[src/rtl/lsu_pkg.sv]
// ============================================================================
//  Module   : lsu_pkg
//  Brief    : Shared encodings, FSM state type and lane helpers for the LSU.
//  Revision : 1.0
// ============================================================================
`default_nettype none

package lsu_pkg;

    localparam logic [1:0] SZ_B = 2'b00;
    localparam logic [1:0] SZ_H = 2'b01;
    localparam logic [1:0] SZ_W = 2'b10;
    localparam logic [1:0] SZ_D = 2'b11;

    typedef enum logic [1:0] {
        IDLE   = 2'd0,
        ACCESS = 2'd1,
        WRITE  = 2'd2,
        RESP   = 2'd3
    } lsu_state_t;

    localparam logic [63:0] LANE_MASK_B = 64'h0000_0000_0000_00FF;
    localparam logic [63:0] LANE_MASK_H = 64'h0000_0000_0000_FFFF;
    localparam logic [63:0] LANE_MASK_W = 64'h0000_0000_FFFF_FFFF;
    localparam logic [63:0] LANE_MASK_D = 64'hFFFF_FFFF_FFFF_FFFF;

    function automatic logic [63:0] lane_mask(input logic [1:0] size);
        case (size)
            SZ_B:    return LANE_MASK_B;
            SZ_H:    return LANE_MASK_H;
            SZ_W:    return LANE_MASK_W;
            default: return LANE_MASK_D;
        endcase
    endfunction

    // Offset bits that must be zero for a naturally aligned access.
    function automatic logic [2:0] low_offset_mask(input logic [1:0] size);
        case (size)
            SZ_B:    return 3'b000;
            SZ_H:    return 3'b001;
            SZ_W:    return 3'b011;
            default: return 3'b111;
        endcase
    endfunction

    function automatic logic is_misaligned(input logic [1:0] size, input logic [2:0] offset);
        return |(offset & low_offset_mask(size));
    endfunction

    function automatic logic [2:0] align_down(input logic [1:0] size, input logic [2:0] offset);
        return offset & ~low_offset_mask(size);
    endfunction

endpackage

`default_nettype wire

[src/rtl/mem_stage_lsu_align.sv]
// ============================================================================
//  Module   : lsu_align
//  Brief    : Combinational load lane extract/extend and store lane merge.
//  Revision : 1.0
// ============================================================================
`default_nettype none

module lsu_align
    import lsu_pkg::*;
(
    input  logic [1:0]  i_size,
    input  logic [2:0]  i_offset,
    input  logic        i_signed,
    input  logic [63:0] i_rdata,
    input  logic [63:0] i_wdata,
    output logic [63:0] o_load_data,
    output logic [63:0] o_merge_data
);

    logic [5:0]  w_shamt;
    logic [63:0] w_lane;
    logic [63:0] w_mask;

    assign w_shamt = {i_offset, 3'b000};
    assign w_lane  = i_rdata >> w_shamt;
    assign w_mask  = lane_mask(i_size) << w_shamt;

    always_comb begin
        o_load_data = w_lane;
        case (i_size)
            SZ_B:    o_load_data = {{56{i_signed & w_lane[7]}},  w_lane[7:0]};
            SZ_H:    o_load_data = {{48{i_signed & w_lane[15]}}, w_lane[15:0]};
            SZ_W:    o_load_data = {{32{i_signed & w_lane[31]}}, w_lane[31:0]};
            default: o_load_data = w_lane;
        endcase
    end

    assign o_merge_data = (i_rdata & ~w_mask) | ((i_wdata << w_shamt) & w_mask);

endmodule

`default_nettype wire

[src/rtl/mem_stage_lsu.sv]
// ============================================================================
//  Module   : mem_stage_lsu
//  Brief    : MEM-stage load/store unit: byte-addressed B/H/W/D requests to
//             doubleword memory/IO, sub-word store RMW, load extend.
//             Optional MISALIGN_CHECK_EN: reject misaligned requests with
//             rsp_err instead of aligning the offset down.
//  Revision : 1.0
// ============================================================================
`default_nettype none

module mem_stage_lsu
    import lsu_pkg::*;
#(
    parameter int IDX_W  = 12,
    parameter int IO_BIT = 15
) (
    input  logic        clk,
    input  logic        rst_n,
    input  logic        req_valid,
    output logic        req_ready,
    input  logic        req_we,
    input  logic [1:0]  req_size,
    input  logic        req_signed,
    input  logic [63:0] req_addr,
    input  logic [63:0] req_wdata,
    output logic        rsp_valid,
    input  logic        rsp_ready,
    output logic [63:0] rsp_rdata,
    output logic        rsp_err,
    output logic [63:0] mem_addr,
    output logic [63:0] mem_wdata,
    output logic        mem_we,
    input  logic [63:0] mem_rdata
);

    lsu_state_t  state_q, state_d;
    logic        we_q, we_d;
    logic [1:0]  size_q, size_d;
    logic        sgn_q, sgn_d;
    logic [2:0]  off_q, off_d;
    logic        io_q, io_d;
    logic [63:0] wdata_q, wdata_d;
    logic        rsp_valid_q, rsp_valid_d;
    logic [63:0] rsp_rdata_q, rsp_rdata_d;
    logic        rsp_err_q, rsp_err_d;
    logic [63:0] mem_addr_q, mem_addr_d;
    logic [63:0] mem_wdata_q, mem_wdata_d;
    logic        mem_we_q, mem_we_d;

    logic        w_misaligned;
    logic        w_req_io;
    logic [63:0] w_load_data;
    logic [63:0] w_merge_data;
    logic        unused_addr_bits;

    // Upper address bits only matter through the index/IO fields below.
    assign unused_addr_bits = ^req_addr;
    assign w_req_io         = req_addr[IO_BIT];

`ifdef MISALIGN_CHECK_EN
    assign w_misaligned = is_misaligned(req_size, req_addr[2:0]);
`else
    assign w_misaligned = 1'b0;
`endif

    lsu_align u_align (
        .i_size       (size_q),
        .i_offset     (off_q),
        .i_signed     (sgn_q),
        .i_rdata      (mem_rdata),
        .i_wdata      (wdata_q),
        .o_load_data  (w_load_data),
        .o_merge_data (w_merge_data)
    );

    always_comb begin
        state_d     = state_q;
        we_d        = we_q;
        size_d      = size_q;
        sgn_d       = sgn_q;
        off_d       = off_q;
        io_d        = io_q;
        wdata_d     = wdata_q;
        rsp_valid_d = rsp_valid_q;
        rsp_rdata_d = rsp_rdata_q;
        rsp_err_d   = rsp_err_q;
        mem_addr_d  = mem_addr_q;
        mem_wdata_d = mem_wdata_q;
        mem_we_d    = mem_we_q;

        case (state_q)
            IDLE: begin
                if (req_valid) begin
                    we_d        = req_we;
                    size_d      = req_size;
                    sgn_d       = req_signed;
                    off_d       = align_down(req_size, req_addr[2:0]);
                    io_d        = w_req_io;
                    wdata_d     = req_wdata;
                    mem_addr_d  = {{(64-IDX_W-1){1'b0}}, w_req_io, req_addr[IDX_W+2:3]};
                    rsp_rdata_d = '0;
                    rsp_err_d   = 1'b0;
                    if (w_misaligned) begin
                        rsp_err_d   = 1'b1;
                        rsp_valid_d = 1'b1;
                        state_d     = RESP;
                    end else begin
                        state_d = ACCESS;
                        // Full-word and IO stores need no read, so strobe during ACCESS.
                        if (req_we && (w_req_io || req_size == SZ_D)) begin
                            mem_we_d    = 1'b1;
                            mem_wdata_d = w_req_io ? {56'b0, req_wdata[7:0]} : req_wdata;
                        end
                    end
                end
            end
            ACCESS: begin
                if (!we_q) begin
                    rsp_rdata_d = w_load_data;
                    rsp_valid_d = 1'b1;
                    state_d     = RESP;
                end else if (io_q || size_q == SZ_D) begin
                    mem_we_d    = 1'b0;
                    rsp_valid_d = 1'b1;
                    state_d     = RESP;
                end else begin
                    mem_wdata_d = w_merge_data;
                    mem_we_d    = 1'b1;
                    state_d     = WRITE;
                end
            end
            WRITE: begin
                mem_we_d    = 1'b0;
                rsp_valid_d = 1'b1;
                state_d     = RESP;
            end
            RESP: begin
                if (rsp_ready) begin
                    rsp_valid_d = 1'b0;
                    state_d     = IDLE;
                end
            end
            default: state_d = IDLE;
        endcase
    end

    always_ff @(posedge clk or negedge rst_n) begin
        if (!rst_n) begin
            state_q     <= IDLE;
            we_q        <= 1'b0;
            size_q      <= SZ_B;
            sgn_q       <= 1'b0;
            off_q       <= 3'b000;
            io_q        <= 1'b0;
            wdata_q     <= '0;
            rsp_valid_q <= 1'b0;
            rsp_rdata_q <= '0;
            rsp_err_q   <= 1'b0;
            mem_addr_q  <= '0;
            mem_wdata_q <= '0;
            mem_we_q    <= 1'b0;
        end else begin
            state_q     <= state_d;
            we_q        <= we_d;
            size_q      <= size_d;
            sgn_q       <= sgn_d;
            off_q       <= off_d;
            io_q        <= io_d;
            wdata_q     <= wdata_d;
            rsp_valid_q <= rsp_valid_d;
            rsp_rdata_q <= rsp_rdata_d;
            rsp_err_q   <= rsp_err_d;
            mem_addr_q  <= mem_addr_d;
            mem_wdata_q <= mem_wdata_d;
            mem_we_q    <= mem_we_d;
        end
    end

    assign req_ready = (state_q == IDLE);
    assign rsp_valid = rsp_valid_q;
    assign rsp_rdata = rsp_rdata_q;
    assign rsp_err   = rsp_err_q;
    assign mem_addr  = mem_addr_q;
    assign mem_wdata = mem_wdata_q;
    assign mem_we    = mem_we_q;

endmodule

`default_nettype wire

[config.mk]
export PLATFORM = sky130hd
export DESIGN_NAME = mem_stage_lsu
export DESIGN_NICKNAME = d
export VERILOG_FILES = /design/src/rtl/lsu_pkg.sv /design/src/rtl/mem_stage_lsu_align.sv /design/src/rtl/mem_stage_lsu.sv
export SDC_FILE = /design/constraint.sdc
export NUM_CORES = 1
export LEC_CHECK = 0
export CAP_MARGIN = 20
export CORE_ASPECT_RATIO = 0.75
export CORE_MARGIN = 2
export CORE_UTILIZATION = 40
export CTS_CLUSTER_DIAMETER = 50
export DETAILED_ROUTE_END_ITERATION = 8
export PLACE_DENSITY = 0.8
export SLEW_MARGIN = 15
export SYNTH_ARGS = -nofsm -noshare
export SYNTH_HDL_FRONTEND = slang
export SYNTH_SLANG_ARGS = --single-unit
export TNS_END_PERCENT = 1
[constraint.sdc]
create_clock -name clk -period 6.59 [get_ports clk]
set_input_delay 1.318 -clock clk [delete_from_list [all_inputs] [get_ports clk]]
set_output_delay 1.318 -clock clk [all_outputs]
set_load 0.05 [all_outputs]
==> results of run 1 <==
-- flip-flops by register name (all words and copies together), names as in the netlist --
name / count
mem_wdata: 64
rsp_rdata: 64
wdata_q: 64
mem_addr: 13
off_q: 3
size_q: 2
state_q: 2
mem_we: 1
rsp_valid: 1
sgn_q: 1
we_q: 1
-- cells in the final DEF (no fill, tap or decap), types with 7 or more instances in the layout --
master	n
a311oi_1	7
clkbuf_16	27
o22ai_1	23
mux2_2	127
dfrtp_1	214
buf_4	13
conb_1	52
a221oi_1	32
nand2b_1	15
nand2_1	92
o211ai_1	34
nand3_1	8
nor2_1	114
o21ai_0	67
mux4_2	38
a21oi_1	108
a221o_1	29
mux2i_1	84
a211oi_1	8
a22oi_1	7
a21o_1	8
a211o_1	7
clkdlybuf4s50_1	294
-- power by group through the flow --
stage	Sequential, uW	Clock [uW]	Combinational (uW)
final	2640	1510	6280
after global routing	2690	1590	6630
after CTS	2600	1530	6210
after detailed placement	2610	0	6190
after global placement	2590	0	6090
after floorplan	3470	0	3390
-- cell usage after synthesis (all sizes together), types with 4 or more instances --
library cell	n	area (sq um)
a211o	7	61.31
a211oi	8	60.06
a21o	8	60.06
a21oi	108	540.5
a221o	29	290.3
a221oi	32	280.3
a22oi	7	52.55
a311oi	7	61.31
a31oi	4	25.02
buf	106	735.7
clkbuf	56	212.7
dfrtp	216	5405
ha	4	50.05
inv	6	22.52
mux2	130	1475
mux2i	84	840.8
mux4	38	855.8
nand2	93	349.1
nand2b	15	93.84
nand3	8	40.04
nor2	116	435.4
nor2b	5	31.28
nor3	5	52.55
o211ai	34	255.2
o21a	4	30.03
o21ai	70	354.1
o22ai	25	176.4
-- layer usage --
metal	part of all wire [%]	global-route usage, %	up-vias	wire [um]
met3	11	6.433	109	5632
met2	44	42.54	677	21940
li1	-	-	5034	-
met5	0.054	0	-	27
met4	2.8	7.025	4	1432
met1	42	43.19	5882	21370
-- critical path, delay by kind of cell, from the launching register on --
family	cells	cell delay, ns
flip-flops	1	0.42
buffers and inverters	2	1.05
adder cells (fa/ha/maj)	1	0.52
-- cells by family after synthesis --
kind of cell / Yosys count
compound gates: 358
fa+ha+maj: 4
buf+inv: 168
flops: 216
mux: 252
other cells: 1
simple gates: 254
-- worst paths after layout --
| path | from | endpoint | cells past startpoint |
|---|---|---|---|
| min in group asynchronous | rst_n | mem_wdata[2] | 1 |
| hold reg to reg | mem_wdata[5] | mem_wdata[5] | 1 |
| hold / removal | mem_wdata[5] | mem_wdata[5] | 1 |
| setup / recovery | state_q[0] | req_ready | 3 |
| max in group asynchronous | rst_n | off_q[1] | 2 |
| setup reg to reg | off_q[1] | rsp_rdata[17] | 5 |
-- cell type report --
cell class	instances	area [sq um]	share of cell area, %
Antenna cell	4	10.01	0.05917
Clock buffer	33	728.2	4.305
Clock inverter	17	181.4	1.072
Inverter	6	22.52	0.1331
Multi-Input combinational cell	920	6934	40.99
Sequential cell	216	5413	32.00
Tap cell	442	553.0	3.269
Timing Repair Buffer	309	3074	18.17
-- through the flow --
stage | hold slack [ns] | instance area (sq um) | utilization [%] | cells
5_1_grt | 0.4959 | 16910 | 52.35 | 1945
2_1_floorplan | 0.4747 | 13270 | - | 1304
3_3_place_gp | 0.4649 | 16000 | 49.51 | 1893
3_5_place_dp | 0.4691 | 16000 | 49.51 | 1893
4_1_cts | 0.4833 | 16910 | 52.33 | 1943
6_report | 0.4805 | 16920 | 52.36 | 1947
==> results.txt, run 1 <==
switching portion of total power -> 50.30%
clk_skew -> 0.01147 ns
XOR/XNOR Fraction of Synth Area -> 0%
CP endpoint kind -> output port
outcome -> completed
Remaining DRCs -> 0
share of post-route cells with drive strength above 1 -> 16.46%
Slew headroom -> 28.76%
slowest stage cell on the critical path -> clkdlybuf4s50_1
TNS Setup -> 0 ns
Initial Util -> 40.49%
Clk pwr share -> 14.5%
die area -> 34180 sq um
IO Pins -> 396
switching pwr -> 5244 uW
fmax -> 258.8 MHz
Synth Area in Compound Gates -> 18.18%
core footprint -> 32310 sq um
# H-tree levels -> 1
top_reg_cell synth -> dfrtp_1
Seq cells post-synth -> 216
TritonCTS Buffers -> 27
Worst Path Max Fanout -> 10
die width -> 212.8 um
initial antenna violation count -> 6
crit-path cells -> inv_1 -> ha_1 -> clkdlybuf4s50_1
initial DRC count -> 1334
CTS Buffer Depth -> 3
max-cap violations -> 0
synth unique cells -> 59
gr usage total -> 28.93%
arrival time worst endpoint -> 2.55 ns
ANT nets after route -> 0
# fillers -> 2853
period utilization -> 58.64%
leak pwr -> 0.006747 uW
Reg2Reg Setup Slack -> 2.80 ns
Power Density -> 616.3 nW/um^2
clock root buffer -> clkbuf_16
drt first pass iters -> 5
DR vias/cell -> 6.012
HP Class -> register to register
Post-Synth Adder-Cell Area -> 0.3826%
CTS hold repair buffers -> 0
Ys Warns -> 0
max incr delay on CP -> 0.91 ns
Mapped Area -> 13080 sq um
Post-synth EDFFs -> 0
worst path required time -> 5.27 ns
final net count -> 1684
wire per inst -> 25.89 um
minimum clock period -> 3.864 ns
Vias -> 11710
Fin. Hold Viols -> 0
post-CTS setup buffer count -> 0
Combinational Power Share -> 60.2%
unrepaired setup endpoints after global routing -> false
Site Rows -> 57
Int Pwr -> 5181 uW
Resize count post-CTS -> 0
mux cell area share after synthesis -> 24.25%
max-slew violations -> 0
synthesized netlist cell count -> 1253
CTS tree -> done
clock sinks -> 216
area grow syn2layout -> 29.33%
peak supply drop -> 0.3763 mV
Post-Synth Simple-Gate Area -> 8.408%
Worst-Margin Slew -> 1.069 ns
HPWL after DPL -> 37560 um
nature of the critical path startpoint -> register
GP Congestion -> 0.9783
Clk Latency, worst-skew pair -> 0.55 ns
Clk pin slew, worst setup/hold paths -> 0.06 ns
vias in the first global route -> 11240
Port-buffer cells -> 295
grt ovf -> 0
Total Power -> 10430 uW
ys async rst share -> 100.0%
largest family of logic cells by synthesized area -> multiplexers
WS Path Type -> register to output port
power share of the sequential group -> 25.3%
pre-CTS WS -> 2.465 ns
Final WS setup -> 2.726 ns
sequential share of the synthesized area -> 41.32%
synthesized area per cell -> 10.44 sq um
final WL -> 50400 um
die height -> 160.6 um
first-pass GRT wire length -> 73860 um
largest net degree at the start of global routing -> 113
Setup Viol. Count Final -> 0
(Power assumes the default switching activity.)
==> inputs of run 2 (changes only) <==
- PLACE_DENSITY: 0.8 -> 0.83
- clock period: 6.59 -> 3.5 ns (I/O delays scaled with it)
==> run 2 against run 1 <==
Net effect: via count grew 1.6%; critical path depth is the same; first-iteration DRC count grew 5.8%; design area grew 1.6%; register-to-register slack lost 2.4 ns; clock-buffer cell count grew 1; clock skew shrank 0.0050 ns; sequential cell count is the same; final cell count grew 1.1%; hold slack lost 0.25 ns; critical path type unchanged; largest power group unchanged; highest routed layer unchanged.
==> results.txt, run 2 (synthesized netlist as in run 1, its figures left out) <==
Clk Latency, worst-skew pair -> 0.54 ns (about the same)
peak supply drop -> 0.6221 mV (+65%)
Site Rows -> 57 (unchanged)
Reg2Reg Setup Slack -> 0.42 ns (-2.38 ns)
WS Path Type -> register to output port
DR vias/cell -> 6.042 (+0.49%)
power share of the sequential group -> 24.4% (-0.9 points)
CP endpoint kind -> output port
die height -> 160.6 um (unchanged)
wire per inst -> 25.50 um (-1.5%)
Fin. Hold Viols -> 0 (unchanged)
switching portion of total power -> 49.32% (-0.99 points)
area grow syn2layout -> 31.38%
hold slack -> 0.2345 ns (-0.2460 ns)
largest net degree at the start of global routing -> 102 (-9.7%)
Initial Util -> 40.49% (unchanged)
fmax -> 314.0 MHz
CTS hold repair buffers -> 0 (unchanged)
initial DRC count -> 1412 (+5.8%)
# fillers -> 2800 (-1.9%)
Clk pin slew, worst setup/hold paths -> 0.06 ns (about the same)
Worst Path Max Fanout -> 10 (unchanged)
GP Congestion -> 0.9979 (+2.0%)
nature of the critical path startpoint -> register
IO Pins -> 396 (unchanged)
CP startpoint -> state_q[0]
Vias -> 11900 (+1.6%)
leak pwr -> 0.006910 uW (+2.4%)
die area -> 34180 sq um (unchanged)
first-pass GRT wire length -> 73790 um (-0.10%)
most frequent cells in the layout -> clkdlybuf4s50_1 (294), dfrtp_1 (214), mux2_2 (127), nor2_1 (114), a21oi_1 (108)
unrepaired setup endpoints after global routing -> false
post-CTS setup buffer count -> 0 (unchanged)
HPWL after DPL -> 38150 um (+1.6%)
clk_skew -> 0.006484 ns (-0.004981 ns)
final net count -> 1712 (+1.7%)
switching pwr -> 9858 uW (+88%)
HP Class -> input port to asynchronous set/reset pin
# placed instances -> 1922 (+1.5%)
CTS tree -> done
share of post-route cells with drive strength above 1 -> 17.76% (+1.3 points)
vias in the first global route -> 11480 (+2.1%)
max incr delay on CP -> 0.90 ns (about the same)
drt first pass iters -> 5 (unchanged)
CTS Buffer Depth -> 3 (unchanged)
Slew headroom -> 40.64% (+12 points)
arrival time worst endpoint -> 2.49 ns (-0.06 ns)
max-cap violations -> 0 (unchanged)
Worst-Margin Slew -> 0.8875 ns (-0.1811 ns)
clock root buffer -> clkbuf_16
core footprint -> 32310 sq um (unchanged)
clock sinks -> 216 (unchanged)
Setup Viol. Count Final -> 0 (unchanged)
Clk pwr share -> 14.9% (+0.4 points)
outcome -> completed
TNS Setup -> 0 ns (unchanged)
period utilization -> 91.00%
Combinational Power Share -> 60.7% (+0.5 points)
# H-tree levels -> 1 (unchanged)
gr usage total -> 28.82% (-0.11 points)
R2R Path Start -> state_q[0]
TritonCTS Buffers -> 26 (-3.7%)
final WL -> 50210 um (-0.39%)
Power Density -> 1163 nW/um^2 (+89%)
Resize count post-CTS -> 0 (unchanged)
max-slew violations -> 0 (unchanged)
Int Pwr -> 10130 uW (+96%)
ANT nets after route -> 0 (unchanged)
Total Power -> 19990 uW (+92%)
worst path required time -> 2.80 ns (-2.47 ns)
Non-Filler Instances -> 1969 (+1.1%)
Remaining DRCs -> 0 (unchanged)
Port-buffer cells -> 295 (unchanged)
initial antenna violation count -> 4 (-2)
crit-path cells -> inv_1 -> ha_1 -> clkdlybuf4s50_1
die width -> 212.8 um (unchanged)
slowest stage cell on the critical path -> clkdlybuf4s50_1
grt ovf -> 0 (unchanged)
leading cell type in the layout, fill and taps excluded -> clkdlybuf4s50_1
minimum clock period -> 3.185 ns
-- run 2: changes by cell type in the layout (fill, tap and decap cells not counted), sizes merged, moves of 2 or more --
cell    delta
buf       +29
clkinv     -5
bufinv     +3
diode      -3
inv        -2
-- run 2: layout make-up --
cell class	count	area, sq um	area share (%)
Timing Repair Buffer	338	3317	19.30
Multi-Input combinational cell	920	6932	40.33
Tap cell	442	553.0	3.218
Sequential cell	216	5413	31.50
Clock inverter	12	203.9	1.187
Inverter	6	22.52	0.1311
Antenna cell	1	2.502	0.01456
Clock buffer	34	742.0	4.317
-- run 2: critical path: cells and delay by family (launching register included) --
kind / cells / cell delay, ns
buf+inv: 2 / 1.03
fa+ha+maj: 1 / 0.49
flops: 1 / 0.42
-- run 2: through the flow --
step                      setup WS (ns)  utilization [%]  cell area [sq um]
final                            0.3149            53.19              17190
after global routing             0.1384            53.19              17190
after CTS                        0.3169            53.19              17180
after detailed placement         0.1834            50.26              16240
after global placement           0.2738            50.26              16240
after floorplan                  0.9276                -              13270
-- run 2: path summary, 6_finish.rpt --
kind	endpoint	cells after the start
worst min register to register	mem_wdata[5]	1
worst max-delay path	req_ready	3
worst max register to register	rsp_rdata[36]	7
min in group clk	mem_wdata[5]	1
worst min-delay path	rsp_rdata[0]	1
max in group asynchronous	off_q[0]	2
-- run 2: power groups by stage --
stage	clock network [uW]	logic, uW	registers [uW]
after global placement	0	11800	4800
after CTS	3020	12000	4810
after floorplan	0	6370	6530
final	2980	12100	4870
after detailed placement	0	12000	4840
after global routing	3120	12800	4960
-- run 2: routing by layer --
layer	global-route usage (%)	wire length, um
met5	0	37
met4	9.568	1802
met3	6.375	5689
met2	42.19	21530
met1	42.17	21150
